**config.mk**
```make
export PLATFORM = sky130hd
export DESIGN_NAME = clint_timer_unit
export DESIGN_NICKNAME = d
export VERILOG_FILES = /design/src/rtl/clint_pkg.sv /design/src/rtl/clint_mtime_cnt.sv /design/src/rtl/clint_timer_unit.sv
export SDC_FILE = /design/constraint.sdc
export NUM_CORES = 1
export LEC_CHECK = 0
export CAP_MARGIN = 25
export CELL_PAD_IN_SITES_DETAIL_PLACEMENT = 0
export CELL_PAD_IN_SITES_GLOBAL_PLACEMENT = 1
export CORE_AREA = 4 4 211 152
export CTS_CLUSTER_SIZE = 25
export DETAILED_ROUTE_END_ITERATION = 12
export DIE_AREA = 0 0 215 156
export PLACE_DENSITY_LB_ADDON = 0.12
export RECOVER_POWER = 25
export SYNTH_ARGS = -nofsm -noshare
export SYNTH_HDL_FRONTEND = slang
export SYNTH_SLANG_ARGS = --single-unit
```
**constraint.sdc**
```tcl
create_clock -name clk -period 3.4 [get_ports clk]
set_input_delay 0.68 -clock clk [delete_from_list [all_inputs] [get_ports clk]]
set_output_delay 0.68 -clock clk [all_outputs]
set_load 0.1 [all_outputs]
```
**src/rtl/clint_pkg.sv**
```systemverilog
// Shared definitions for the core-local interruptor: register offsets,
// bus FSM states and the byte-strobe merge used by every writable register.
package clint_pkg;

   localparam int CPU_WIDTH = 64;

   localparam logic [15:0] MSIP_OFF     = 16'h0000;
   localparam logic [15:0] MTIMECMP_OFF = 16'h4000;
   localparam logic [15:0] MTIME_OFF    = 16'hBFF8;

   typedef enum logic {
      IDLE,
      RESP
   } clint_state_t;

   function automatic logic [CPU_WIDTH-1:0] wstrb_merge(
      input logic [CPU_WIDTH-1:0] old,
      input logic [CPU_WIDTH-1:0] wdata,
      input logic [7:0]           wstrb
   );
      logic [CPU_WIDTH-1:0] merged;
      merged = old;
      for (int i = 0; i < 8; i++) begin
         if (wstrb[i]) merged[8*i +: 8] = wdata[8*i +: 8];
      end
      return merged;
   endfunction

endpackage

```
**src/rtl/clint_mtime_cnt.sv**
```systemverilog
// Free-running mtime counter with prescaler, bus load port and the registered
// mtime >= mtimecmp comparison that drives the timer interrupt.
module clint_mtime_cnt
   import clint_pkg::*;
#(
   parameter int unsigned TICK_DIV = 1
) (
   input  logic                 clk,
   input  logic                 reset,
   input  logic                 load,
   input  logic [CPU_WIDTH-1:0] load_data,
   input  logic [CPU_WIDTH-1:0] mtimecmp,
   output logic [CPU_WIDTH-1:0] mtime,
   output logic                 mtime_int
);

   localparam logic [15:0] TICK_LAST = 16'(TICK_DIV - 1);

   logic [15:0] prescale;

   // A bus load restarts the tick period so the written value is held a full period.
   always_ff @(posedge clk) begin
      if (reset) begin
         prescale  <= '0;
         mtime     <= '0;
         mtime_int <= 1'b0;
      end else begin
         mtime_int <= (mtime >= mtimecmp);
         if (load) begin
            mtime    <= load_data;
            prescale <= '0;
         end else if (prescale == TICK_LAST) begin
            prescale <= '0;
            mtime    <= mtime + 64'd1;
         end else begin
            prescale <= prescale + 16'd1;
         end
      end
   end

endmodule

```
**src/rtl/clint_timer_unit.sv**
```systemverilog
// CLINT MMIO slave: single-outstanding request/response bus FSM, address
// decode, mtimecmp and msip registers around the mtime counter.
module clint_timer_unit
   import clint_pkg::*;
#(
   parameter logic [63:0] BASE_ADDR    = 64'h0000_0000_0200_0000,
   parameter int unsigned TICK_DIV     = 1,
   parameter logic [63:0] MTIMECMP_RST = 64'hFFFF_FFFF_FFFF_FFFF
) (
   input  logic                 clk,
   input  logic                 reset,
   input  logic                 req_valid,
   output logic                 req_ready,
   input  logic                 req_wen,
   input  logic [CPU_WIDTH-1:0] req_addr,
   input  logic [CPU_WIDTH-1:0] req_wdata,
   input  logic [7:0]           req_wstrb,
   output logic                 rsp_valid,
   input  logic                 rsp_ready,
   output logic [CPU_WIDTH-1:0] rsp_rdata,
   output logic                 rsp_err,
   output logic                 mtime_int,
   output logic                 msip_int
);

   clint_state_t         state;
   logic [CPU_WIDTH-1:0] mtimecmp;
   logic                 msip;
   logic [CPU_WIDTH-1:0] mtime;

   logic                 hit_base;
   logic                 aligned;
   logic [15:0]          offset;
   logic                 sel_msip;
   logic                 sel_cmp;
   logic                 sel_time;
   logic                 dec_err;
   logic                 accept;
   logic                 mtime_load;
   logic [CPU_WIDTH-1:0] rd_data;

   assign hit_base = (req_addr[63:16] == BASE_ADDR[63:16]);
   assign aligned  = (req_addr[2:0] == 3'b000);
   assign offset   = req_addr[15:0];
   assign sel_msip = hit_base && aligned && (offset == MSIP_OFF);
   assign sel_cmp  = hit_base && aligned && (offset == MTIMECMP_OFF);
   assign sel_time = hit_base && aligned && (offset == MTIME_OFF);
   assign dec_err  = !(sel_msip || sel_cmp || sel_time);

   assign accept     = req_valid && req_ready;
   assign mtime_load = accept && req_wen && sel_time;

   // Unmapped offsets fall through to zero so error responses carry no data.
   always_comb begin
      rd_data = '0;
      if (sel_msip)      rd_data = {{(CPU_WIDTH-1){1'b0}}, msip};
      else if (sel_cmp)  rd_data = mtimecmp;
      else if (sel_time) rd_data = mtime;
   end

   clint_mtime_cnt #(
      .TICK_DIV (TICK_DIV)
   ) u_mtime_cnt (
      .clk       (clk),
      .reset     (reset),
      .load      (mtime_load),
      .load_data (wstrb_merge(mtime, req_wdata, req_wstrb)),
      .mtimecmp  (mtimecmp),
      .mtime     (mtime),
      .mtime_int (mtime_int)
   );

   // Response fields are captured at acceptance and held until the master takes them.
   always_ff @(posedge clk) begin
      if (reset) begin
         state     <= IDLE;
         req_ready <= 1'b1;
         rsp_valid <= 1'b0;
         rsp_rdata <= '0;
         rsp_err   <= 1'b0;
         mtimecmp  <= MTIMECMP_RST;
         msip      <= 1'b0;
      end else begin
         case (state)
            IDLE: begin
               if (accept) begin
                  state     <= RESP;
                  req_ready <= 1'b0;
                  rsp_valid <= 1'b1;
                  rsp_rdata <= req_wen ? '0 : rd_data;
                  rsp_err   <= dec_err;
                  if (req_wen && sel_cmp) mtimecmp <= wstrb_merge(mtimecmp, req_wdata, req_wstrb);
                  if (req_wen && sel_msip && req_wstrb[0]) msip <= req_wdata[0];
               end
            end
            RESP: begin
               if (rsp_ready) begin
                  state     <= IDLE;
                  req_ready <= 1'b1;
                  rsp_valid <= 1'b0;
                  rsp_rdata <= '0;
                  rsp_err   <= 1'b0;
               end
            end
            default: begin
               state     <= IDLE;
               req_ready <= 1'b1;
               rsp_valid <= 1'b0;
            end
         endcase
      end
   end

   assign msip_int = msip;

endmodule

```
Word level (Yosys, flattened, before mapping)
Index checks and enable logic that the tools add are counted.

Add/subtract/negate cells: 2. Order comparisons: 1. Equality and inequality tests: 13. Mux-type cells: 28. Bitwise logic cells: 1. Reductions and logical operators: 36.

Operators with widths (number): 64-bit two-way mux (8); 64-bit one-hot mux with 2 select lines (1); 64-bit by 1-bit adder with 64-bit output, second input constant (1); 64-bit greater-or-equal comparator (1); 8-bit two-way mux (8); 48-bit by 10-bit == test with 1-bit output, second input constant (1); 16-bit logical NOT (2); 4-bit AND reduction (8); 2-bit != test, second input constant (10); 2-bit AND reduction (9); 16-bit by 1-bit adder with 16-bit output, second input constant (1); 16-bit by 15-bit == test with 1-bit output, second input constant (1); 16-bit == test, second input constant (1); 1-bit logical AND (10); 1-bit one-hot mux with 2 select lines (4); 1-bit two-way mux (7); 3-bit logical NOT (1); 3-bit AND reduction (1); 3-bit OR reduction (1); 1-bit logical OR (2); 2-bit nonzero test (1); 1-bit logical NOT (1); 1-bit inverter (1).

Flip-flop bits (word level): 214. Input port bits: 141. Output and inout port bits: 69. Logic and storage cells: 105.

Logic depth before layout (Yosys ltp)
Depth in word-level cells: 9. Gate-level depth with buffers: 11. Depth with buffers taken out: 9.

By module
A second synthesis with hierarchy kept.

Cells, all modules: 1489. Area total of the unflattened synthesis: 12563.3 um2.

Modules (own cells, without submodules): clint_timer_unit (instances 1, cells each 710, area each 6423.7 um2, seq. area each 2662.6 um2); clint_mtime_cnt (instances 1, cells each 779, area each 6139.6 um2, seq. area each 1621.6 um2).

Least setup slack after synthesis
Ideal clock, no wire load.

Path kind: input to register. Start: input port req_addr[34]. End: register u_mtime_cnt.mtime[47]. Setup time: 136 ps. Arrival time: 2645 ps. Required time: 3264 ps. Setup slack: 618 ps. Stages: 9. Buffers on the path: 2. Cells stage by stage: nor4_2 -> nand4_1 -> or4_1 -> buf_6 -> o31ai_4 -> buf_6 -> nor3_1 -> a311oi_1 -> nor4_1.

Longest elaborated chain between the ends: 6.

Ends and longest elaborated chain: start, declared (line clint_timer_unit.sv:15) `input logic [CPU_WIDTH-1:0] req_addr,`; 48-bit by 10-bit == test with 1-bit output * (line clint_timer_unit.sv:42) `assign hit_base = (req_addr[63:16] == BASE_ADDR[63:16]);`; 1-bit logical AND * (2 in a row) (line clint_timer_unit.sv:47) `assign sel_time = hit_base && aligned && (offset == MTIME_OFF);`; 1-bit logical AND * (line clint_timer_unit.sv:51) `assign mtime_load = accept && req_wen && sel_time;`; 2-bit != test (no source line) / 2-bit nonzero test (equally long branches); 2-bit AND reduction (no source line); end signal, assigned (line clint_mtime_cnt.sv:30) `mtime <= load_data;`; end signal, assigned (line clint_mtime_cnt.sv:34) `mtime <= mtime + 64'd1;`; end, declared (line clint_mtime_cnt.sv:13) `output logic [CPU_WIDTH-1:0] mtime,`.

Mark *: on every way between the ends. The rest lies on a longest branch, timed or not. A chain may end at the register's enable or synchronous reset.

Final worst setup path
Start: input port req_addr[34]. End: register u_mtime_cnt.mtime[11].

The elaborated chain is that of the path after synthesis.

==> impl_results.md <==
- Status: finished, final reports clean
- Worst R2R End: u_mtime_cnt.mtime[58]
- Critical path class: in -> reg
- Logic pwr share: 0.072
- Detail Route Antenna Nets: 0
- Number of antenna violations at the first check in global routing: 1
- Cell mode on critical path: buf_4
- Pwr dens: 374 nW/um^2
- Max Transition Viols Final: 0
- Worst Hold Depth: 1
- Top Family by Delay on Critical Path: simple AND/OR/NAND/NOR gates
- Fmax: 332 MHz
- Clock network fraction of design power: 0.485
- Drt via density: 5.56
- Buffer depth of the longest clock path: 3
- CP startpoint kind: input pin
- GRT overflow: 0
- Number of enable flip-flop cells after synthesis: 0
- Worst Path Buf+Inv: 5
- Leading register cell type out of synthesis: dfxtp_1
- WL final: 38,700 um
- WP data required: 3.83 ns
- Cell Int Power: 4.38 mW
- Vias: 11,100
- Post-Route Setup TNS: 0 ns
- Fillers: 2,893
- Global-route wire length before repair: 60,300 um
- Register area share after synthesis: 0.370
- Slew of the pin with the lowest slew margin: 1.34 ns
- Area grow syn2layout: 31.6%
- Die area: 33,500 um^2
- Vias in the first global route: 10,600
- CP cell instances: clkdlybuf4s50_1 -> nor4_2 -> nand4_1 -> or4_1 -> buf_4 -> nor3_2 -> buf_4 -> buf_4 -> and2_1 -> buf_4 -> a211oi_1 -> nor4_1
- Syn_nets: 1,540
- Largest net degree at the start of global routing: 59
- Layout cells sized above 1: 0.118
- Highest routed layer: met4
- Setup violators final: 0
- Maxcap violations: 0
- Critical Path Start: req_addr[34]
- Total CTS buffers: 24
- Mean area per synthesized cell: 8.69 um^2
- Post-cts sizing count: 0
- Final min period: 3.02 ns
- Clock skew: 0.0211 ns
- Post-CTS setup buffers: 0
- Worst R2R Setup Slack: 0.48 ns
- Sink Count: 214
- Worst Setup End Kind: flip-flop
- WP depth: 12
- Largest stage delay on the critical path: 0.54 ns
- Switching share of power: 0.231
- Psw: 1.32 mW
- Hold Path Class: reg -> reg
- Initial DRT Pass Iterations: 5
- Final core occ: 0.512
- Leakage: 6.96 nW
- Hold Buf Count CTS: 0
- Worst path slowest cell: or4_1
- FF-to-FF Start: u_mtime_cnt.prescale[0]
- Fin crit share: 0.887
- Height of the chip: 156 um
- Hold path endpoint: u_mtime_cnt.prescale[0]
- Worst relative slew slack: 0.111
- Metal-1 WL: 19,600 um
- Initial Util: 0.389
- Cell count of the worst reg-to-reg path: 9
- Insertion delay to the later sink of the worst-skew pair: 0.54 ns
- Distinct cell type count after synthesis: 71
- IO Pins: 210
- Hold Startpoint: u_mtime_cnt.prescale[0]
- CTS H-Tree Depth: 1
- RSZ-0062 raised after global routing: no
- Final Wtd Congestion: 0.836
- DR DRC count: 0
- CTS root buf: clkbuf_16
- Synthesis warning total: 0
- Total power draw: 5.70 mW
- WL/cell: 19.4 um
- DP HPWL: 29,100 um
- TritonCTS clock tree: yes
- Mapped Cells: 1,332
- #FFs+latches synth: 214
- GRT Util Overall: 0.222
- Fin. Hold Viols: 0
- Critical Path AT: 3.45 ns
- Netlist Area Pre-Place: 11,600 um^2
- Initial DRC count: 763
- Met3 WL post-DR: 2350 um
- Port Buf Inserts: 209
- Sequential share of power: 0.443
- Routed wl met2: 16,200 um
- Core area: 29,800 um^2
- Clk pin slew, worst setup/hold paths: 0.06 ns
- Ys async rst share: 0
- Nets: 1,803
- Horiz. Die Dim: 215 um
- Worst Path Max Fanout: 7
- Rows: 53
- Worst VDD drop: 0.266 mV
## cell usage after synthesis, types with 6 or more instances
cell type	number	area share
buf_1	6	0.0019
nor3_1	32	0.014
a31oi_1	17	0.0092
nor4_1	30	0.016
inv_1	80	0.026
nor2_1	144	0.047
a211oi_1	28	0.018
nand4_1	29	0.016
o211ai_1	9	0.0058
dfxtp_1	214	0.37
a21o_1	14	0.0091
or3_1	7	0.0038
and3_1	34	0.018
or4_1	6	0.0039
nand2_1	116	0.038
and2_1	9	0.0049
xor2_1	9	0.0068
ha_1	67	0.072
mux2i_1	70	0.061
o21ai_0	21	0.0091
nand4_2	7	0.0076
and4_1	9	0.0068
buf_2	12	0.0052
nand3_1	45	0.019
clkbuf_1	49	0.016
a2111oi_0	7	0.0053
a22oi_1	67	0.043
a21oi_1	34	0.015
xnor2_1	8	0.0061
a22o_1	63	0.048
nor4_2	9	0.0097
## state kept, by name, indices dropped and copies added (netlist names)
register	count
rsp_err	1
mtimecmp	64
rsp_valid	1
state	1
u_mtime_cnt.mtime	64
u_mtime_cnt.mtime_int	1
rsp_rdata	64
u_mtime_cnt.prescale	16
msip_int	1
req_ready	1
## kinds of logic after synthesis
family                   after synthesis  share of synthesized area
adder cells (fa/ha/maj)               67                     0.0724
AO/OA/AOI/OAI                        298                      0.195
flip-flops                           214                      0.370
multiplexers                          75                     0.0654
buffers and inverters                153                     0.0533
XOR/XNOR                              17                     0.0129
AND/OR/NAND/NOR                      508                      0.231
## how the worst max path moves through the flow
stage / end / slack [ns]
floorplan: u_mtime_cnt.mtime[47] / 0.62
global placement: u_mtime_cnt.mtime[37] / -0.12
detailed placement: u_mtime_cnt.mtime[37] / -0.17
CTS: u_mtime_cnt.mtime[11] / 0.37
global route: u_mtime_cnt.mtime[15] / 0.15
finish: u_mtime_cnt.mtime[11] / 0.38
## layer usage
metal  GRT usage  vias to the layer above
met5           0                        -
met1       0.335                     5273
met4      0.0395                        0
met2       0.332                      325
li1            -                     5466
met3      0.0415                       34
## final cells by class
type | instances | area, um^2 | area share
Antenna cell | 1 | 2.50 | 0.000164
Clock buffer | 35 | 713 | 0.0468
Clock inverter | 7 | 110 | 0.00723
Inverter | 80 | 300 | 0.0197
Multi-Input combinational cell | 965 | 6700 | 0.440
Sequential cell | 214 | 4280 | 0.281
Tap cell | 385 | 482 | 0.0316
Timing Repair Buffer | 310 | 2650 | 0.174
## through the flow
step | area [um^2] | std cells | hold slack (ns) | setup WS (ns)
floorplan | 11600 | 1332 | 0.438 | 0.618
global placement | 14600 | 1953 | 0.456 | -0.121
detailed placement | 14700 | 1954 | 0.468 | -0.165
CTS | 15500 | 1996 | 0.482 | 0.366
global route | 15200 | 1997 | 0.509 | 0.154
finish | 15200 | 1997 | 0.478 | 0.384
## layout by cell type (no fill, tap or decap), types with 45 or more instances in the layout
| cell type | n |
|---|---|
| clkdlybuf4s50_1 | 139 |
| inv_1 | 80 |
| a22oi_1 | 67 |
| nand2_1 | 116 |
| buf_4 | 85 |
| mux2i_1 | 70 |
| nor2_1 | 144 |
| clkbuf_1 | 73 |
| dfxtp_1 | 214 |
| nand3_1 | 45 |
| a22o_1 | 63 |
| ha_1 | 67 |
## worst register-to-register path: stages, from the launching register on
cell	delay, ns
dfxtp_1	0.35
inv_1	0.07
ha_1	0.15
nor4b_2	0.23
and4_1	0.48
nand2_1	0.15
or4_1	0.62
nor4b_1	0.53
a211o_1	0.21
nor2_1	0.03
## power groups by stage
| stage | logic, mW | registers, mW | clock network, mW |
|---|---|---|---|
| final | 0.410 | 2.52 | 2.76 |
| after global routing | 0.435 | 2.52 | 2.93 |
| after CTS | 0.414 | 2.52 | 2.83 |
| after detailed placement | 0.412 | 2.58 | 0 |
| after global placement | 0.407 | 2.58 | 0 |
| after floorplan | 0.113 | 2.60 | 0 |
Power figures use the tool's default switching activity.
